`src/rtl/alu_pkg.sv`:
```
// alu_pkg: ALU select encoding, RV32I decode constants and the issue entry type.
package alu_pkg;
  typedef enum logic [3:0] {
    SEL_NONE, SEL_ADD, SEL_SUB, SEL_AND, SEL_OR, SEL_XOR, SEL_SRL, SEL_SRA, SEL_SLL
  } alu_sel_e;
  localparam logic [6:0] OPC_OP     = 7'b0110011;
  localparam logic [6:0] OPC_OP_IMM = 7'b0010011;
  localparam logic [2:0] F3_ADD = 3'b000;
  localparam logic [2:0] F3_SLL = 3'b001;
  localparam logic [2:0] F3_XOR = 3'b100;
  localparam logic [2:0] F3_SR  = 3'b101;
  localparam logic [2:0] F3_OR  = 3'b110;
  localparam logic [2:0] F3_AND = 3'b111;
  localparam logic [6:0] F7_BASE = 7'b0000000;
  localparam logic [6:0] F7_ALT  = 7'b0100000;
  typedef struct packed {
    logic [31:0] a;
    logic [31:0] b;
    alu_sel_e    sel;
    logic [4:0]  rd;
    logic        illegal;
  } issue_entry_t;
endpackage

```
`src/rtl/alu_decode.sv`:
```
// alu_decode: combinational RV32I OP/OP-IMM decode into ALU operands and select.
module alu_decode
  import alu_pkg::*;
(
  input  logic [31:0]  instr,
  input  logic [31:0]  rs1,
  input  logic [31:0]  rs2,
  output issue_entry_t entry
);
  logic [6:0] opc, f7;
  logic [2:0] f3;
  logic       is_op, is_imm, is_shift, unused_rs_idx;
  alu_sel_e   sel;
  assign opc = instr[6:0];
  assign f3 = instr[14:12];
  assign f7 = instr[31:25];
  assign is_op = opc == OPC_OP;
  assign is_imm = opc == OPC_OP_IMM;
  assign is_shift = f3 == F3_SLL || f3 == F3_SR;
  assign unused_rs_idx = ^instr[19:15];
  always_comb begin
    sel = SEL_NONE;
    if (is_op)
      case ({f7, f3})
        {F7_BASE, F3_ADD}: sel = SEL_ADD;
        {F7_ALT,  F3_ADD}: sel = SEL_SUB;
        {F7_BASE, F3_AND}: sel = SEL_AND;
        {F7_BASE, F3_OR}:  sel = SEL_OR;
        {F7_BASE, F3_XOR}: sel = SEL_XOR;
        {F7_BASE, F3_SR}:  sel = SEL_SRL;
        {F7_ALT,  F3_SR}:  sel = SEL_SRA;
        {F7_BASE, F3_SLL}: sel = SEL_SLL;
        default:           sel = SEL_NONE;
      endcase
    else if (is_imm)
      case (f3)
        F3_ADD:  sel = SEL_ADD;
        F3_AND:  sel = SEL_AND;
        F3_OR:   sel = SEL_OR;
        F3_XOR:  sel = SEL_XOR;
        F3_SLL:  sel = f7 == F7_BASE ? SEL_SLL : SEL_NONE;
        F3_SR:   sel = f7 == F7_BASE ? SEL_SRL : f7 == F7_ALT ? SEL_SRA : SEL_NONE;
        default: sel = SEL_NONE;
      endcase
  end
  always_comb begin
    entry.sel = sel;
    entry.rd = instr[11:7];
    entry.illegal = sel == SEL_NONE;
    entry.a = entry.illegal ? '0 : rs1;
    entry.b = entry.illegal ? '0 : is_op ? rs2 :
              is_shift ? {27'b0, instr[24:20]} : {{20{instr[31]}}, instr[31:20]};
  end
endmodule

```
`src/rtl/alu_issue.sv`:
```
// alu_issue: registered ALU issue stage with 2-entry skid buffer, flush and illegal counter.
module alu_issue
  import alu_pkg::*;
#(
  parameter int XLEN = 32
) (
  input  logic            clk,
  input  logic            rst_n,
  input  logic            flush,
  input  logic            in_valid,
  output logic            in_ready,
  input  logic [31:0]     in_instr,
  input  logic [XLEN-1:0] in_rs1_data,
  input  logic [XLEN-1:0] in_rs2_data,
  output logic            out_valid,
  input  logic            out_ready,
  output logic [XLEN-1:0] out_a,
  output logic [XLEN-1:0] out_b,
  output logic [3:0]      out_sel,
  output logic [4:0]      out_rd,
  output logic            out_illegal,
  output logic [15:0]     illegal_cnt
);
  issue_entry_t dec, out_q, skid_q;
  logic acc, cons;
  alu_decode u_dec (.instr(in_instr), .rs1(in_rs1_data), .rs2(in_rs2_data), .entry(dec));
  assign acc = in_valid && in_ready;
  assign cons = out_valid && out_ready;
  assign out_a = out_q.a;
  assign out_b = out_q.b;
  assign out_sel = out_q.sel;
  assign out_rd = out_q.rd;
  assign out_illegal = out_q.illegal;
  // in_ready doubles as the skid-empty flag
  always_ff @(posedge clk) begin
    if (!rst_n) begin
      out_valid <= 1'b0;
      in_ready <= 1'b1;
      out_q <= '0;
      skid_q <= '0;
      illegal_cnt <= '0;
    end else begin
      if (cons && out_q.illegal && illegal_cnt != '1) illegal_cnt <= illegal_cnt + 16'd1;
      if (flush) begin
        out_valid <= 1'b0;
        in_ready <= 1'b1;
      end else if (!out_valid || out_ready) begin
        out_valid <= !in_ready || acc;
        in_ready <= 1'b1;
        if (!in_ready) out_q <= skid_q;
        else if (acc) out_q <= dec;
      end else if (acc) begin
        skid_q <= dec;
        in_ready <= 1'b0;
      end
    end
  end
endmodule

```
`config.mk`:
```
export PLATFORM = sky130hd
export DESIGN_NAME = alu_issue
export DESIGN_NICKNAME = d
export VERILOG_FILES = /design/src/rtl/alu_pkg.sv /design/src/rtl/alu_decode.sv /design/src/rtl/alu_issue.sv
export SDC_FILE = /design/constraint.sdc
export NUM_CORES = 1
export LEC_CHECK = 0
export CORE_MARGIN = 8
export CORE_UTILIZATION = 40
export DETAILED_ROUTE_END_ITERATION = 12
export PLACE_DENSITY = 0.67
export SLEW_MARGIN = 30
export SYNTH_ARGS = -nofsm -noshare
export SYNTH_HDL_FRONTEND = slang
export SYNTH_HIERARCHICAL = 1
export SYNTH_SLANG_ARGS = --single-unit
```
`constraint.sdc`:
```
create_clock -name clk -period 3.98 [get_ports clk]
set_clock_uncertainty 0.15 [all_clocks]
set_input_delay 0.995 -clock clk [delete_from_list [all_inputs] [get_ports clk]]
set_output_delay 0.995 -clock clk [all_outputs]
set_load 0.05 [all_outputs]
```
# Word-level counts from Yosys, hierarchy flattened
# Cells that the tools add are included.
# Widths: inputs -> output; s select.
# classes
addsub	1
n_eq_ne	17
bitwise_logic	3
reduce_logical	17
n_mux	13
# op_table
operator	count
$mux 74	2
$mux 32	4
$eq 10x3->1 const B	4
$pmux 4 s8	1
$pmux 4 s6	1
$eq 10x9->1 const B	2
$add 16x1->16 const B	1
$mux 4	4
$ne 16x16->1 const B	1
$eq 7x6->1 const B	2
$eq 3x3->1 const B	4
$eq 10x1->1 const B	1
$logic_not 10->1	1
$eq 7x5->1 const B	1
$logic_not 7->1	1
$reduce_and 3->1	2
$logic_and 1x1->1	4
$logic_not 4->1	1
$eq 3x1->1 const B	1
$logic_not 3->1	1
$logic_or 1x1->1	3
$mux 3	1
$not 1->1	3
$reduce_or 3->1	1
3 further kinds	4
# word_totals
word_cells	64
in_bits	101
regBits	166
out_inout_bits	92

# Logic depth before layout (Yosys ltp)
# depth
word_depth	10
mapped_depth	10
ltp_nobuf	7

# Hierarchy
# Netlist, hierarchy kept.
# by_module_without_submodules
mod	cells_each	instances	area_each_um2
alu_issue	754	1	6612.6
alu_decode	173	1	1176.1

# Worst setup path before layout
# OpenSTA, ideal clock, no wires.
# synth_timing
kind	input to register
start	input in_instr[26]
end	register out_q (netlist bit out_b[10])
required_ns	3.744
n_path_buf	2
slack_ns	0.891
stages	9
arrival_time_ns	2.854
setup_ns	0.086
cell_sequence	or4_4 > nor4_2 > o211a_1 > and3b_1 > buf_6 > buf_8 > nor3_2 > mux2i_1 > a211oi_1
# synth_lines
element	line	rtl
from (decl)	alu_issue.sv:12	input logic [31:0] in_instr,
to (signal assigned)	alu_issue.sv:50	if (!in_ready) out_q <= skid_q;
to (decl)	alu_issue.sv:24	issue_entry_t dec, out_q, skid_q;

==> impl_metrics.ini <==
[outcome]
status = finished clean

[yosys]
yosysSeqAreaShare_pct = 42.67
syn_area_um2 = 7789
synth_edf_count = 0
yosys_register_bits = 166
ys_warn_count = 6
post-synth-top-area-cell = dfxtp_1
syn_nets = 1029
synth_area_leaders = dfxtp_1, mux2i_1, nand2_1, a21oi_1, a211oi_1
synth_top_area_share_pct = 42.67
synth.avg_cell_area_um2 = 8.402
syn_inst = 927
synth-async-reset-ratio_pct = 0
yosysUniqueCellTypes = 49
synth_ff_type = dfxtp_1

[clock_network]
clockBufferDepth = 2
cts_max_level = 4
cts_sinks = 166
tritoncts = built
ctsResizeCount = 0
cts-root-buf = clkbuf_16
clk_pin_slew_ns = 0.07
insertion_delay_ns = 0.42
cts_setup_buffers = 0
cts_hold_buf = 0
cts_buffers = 17

[global_route]
grt_pass1_wl_mm = 34.58
antenna_found_initial = 0
grt_max_degree = 87
grt_pass1_vias = 6598
globalRouteOverflowTotal = 0
grt_usage_pct = 17.60

[floorplanning]
die-area_um2 = 24190
initial_core_util_pct = 40.42
rows = 51
core_region_area_um2 = 19270
dieHeight_um = 155.5
pin_count = 193
die_w_um = 155.5

[timing]
post-route-min-period_ns = 3.474
drv_slew = 0
setup_slack_ns = 0.5057
relSlewSlack_pct = 43.01
fmax_mhz = 287.8
tns_ns = 0
hold_viol = 0
fin_crit_sh_pct = 87.29
hold_slack_ns = 0.3014
setup_violations = 0
worst_pin_slew_ns = 0.8549
grt_setup_unrepaired = false

[routing]
wl_per_cell_um = 16.08
dr.pass1.iters = 4
ant_nets = 0
viasPerCell = 5.192
wl_mm = 21.63
drc_errors = 0
drt_iter0_drc = 335
vias = 6983

[power_and_ir_drop]
p_leak_nw = 4.004
p_per_area_nw_per_um2 = 391.3
irDropWorstVdd_mv = 0.2789

[layout]
syn_to_final_growth_pct = 33.96
antenna_cells = 0
drive_gt1_share_pct = 9.444
final_area_um2 = 10430
final_net_count = 1169

[critical_path]
start_kind = primary input
rrSetupSlack_ns = 1.73
path_max_fanout = 15
cp_data_required_time_ns = 4.16
end_kind = flop
worstPathArrival_ns = 3.66
rr_worst_depth = 3
worstSetupPathType = in -> reg

[placement]
place_congestion = 0.7744
io_buffers = 187
placed_area_um2 = 9808
dp_hpwl_mm = 14.03
preCtsSetupSlack_ns = 0.05535

[min_path]
holdPathStages = 2
min_path_type = reg -> reg

[run]
drv_cap = 0
[cell type report]
| cell class | instances | area [um^2] |
|---|---|---|
| Fill cell | 1802 | 8837 |
| Multi-Input combinational cell | 671 | 4058 |
| Sequential cell | 166 | 3327 |
| Timing Repair Buffer | 209 | 2082 |
| Clock buffer | 18 | 429.2 |
| Tap cell | 265 | 331.6 |
| Clock inverter | 14 | 196.4 |
| Inverter | 2 | 10.01 |
[report_power, final]
part | leakage (nW) | switching (mW) | internal [mW]
logic | 2.36 | 0.351 | 0.227
registers | 1.35 | 0.0262 | 1.71
clock network | 0.298 | 0.712 | 1.06
[per-layer routing]
| metal | share of wire (%) | up-vias | track usage [%] | wire length, um |
|---|---|---|---|---|
| met5 | 0 | - | 0 | 0 |
| met4 | 1.0 | 0 | 4.760 | 226 |
| met3 | 7.5 | 18 | 5.983 | 1615 |
| met2 | 45 | 170 | 27.72 | 9666 |
| met1 | 47 | 3255 | 22.55 | 10120 |
| li1 | - | 3540 | - | - |
[registers in the layout, indices dropped and copies added (netlist names)]
name	flops
out_a	32
out_sel	4
out_rd	5
out_b	32
out_illegal	1
illegal_cnt	16
skid_q	74
in_ready	1
out_valid	1
[cells by family (layout without fill, tap and decap cells)]
group,Yosys count,in the layout,share of synthesized area [%]
AO/OA/AOI/OAI,210,210,16.58
buffers and inverters,90,243,5.542
flip-flops,166,166,42.67
adder cells (fa/ha/maj),1,1,0.1606
AND/OR/NAND/NOR,376,376,24.27
multiplexers,82,82,10.55
XOR/XNOR,2,2,0.2249
[layout by cell type, fill, tap and decap left out, types with 2 or more instances in the layout]
master	netlist	routed
nand4_1	5	5
nor2b_1	2	2
o21ai_0	9	9
mux2i_1	81	81
nand2b_1	3	3
buf_12	2	4
xor2_1	2	2
clkdlybuf4s50_1	0	186
nor2_1	87	87
buf_4	5	18
a21oi_1	114	114
nor4_1	3	3
o31ai_1	4	4
clkbuf_16	0	17
nor3_2	29	30
clkinvlp_4	0	3
dfxtp_1	166	165
inv_6	0	5
nor3_4	2	2
and3_1	37	37
or4_1	5	5
nor3_1	7	6
or3_1	8	7
bufinv_16	0	4
nor4_2	2	2
nand4_2	2	2
and4_1	2	2
nand2_1	168	168
a211oi_1	76	76
clkinv_2	0	2
nand3_1	5	4
[worst max-delay path, cell delays in order]
cell	delay (ns)
clkdlybuf4s50_1	0.43
or4_4	0.58
nor4_2	0.24
o211a_1	0.24
and3b_2	0.36
buf_12	0.22
nor3_2	0.20
mux2i_1	0.10
a211oi_1	0.27
[metrics by stage]
stage                     power [mW]  instances  utilization (%)
after floorplan                2.115        927                -
after global placement         2.351       1313            50.90
after detailed placement       2.353       1313            50.90
after CTS                      4.129       1345            54.14
after global routing           4.238       1345            54.14
final                          4.083       1345            54.14
[worst paths after layout]
| path | startpoint | to |
|---|---|---|
| min reg2reg | skid_q[42] | skid_q[42] |
| min | skid_q[42] | skid_q[42] |
| max reg2reg | in_ready | out_a[31] |
| max | in_instr[26] | out_b[25] |
[cells in the mapped netlist (8+ instances only)]
cell type and n:
clkbuf_1 53, and3_1 37, a211oi_1 76, buf_2 16, nor2_1 87, nor3_2 29
or3_1 8, nand2_1 168, dfxtp_1 166, a21oi_1 114, o21ai_0 9, mux2i_1 81
Power figures use the tool's default switching activity.
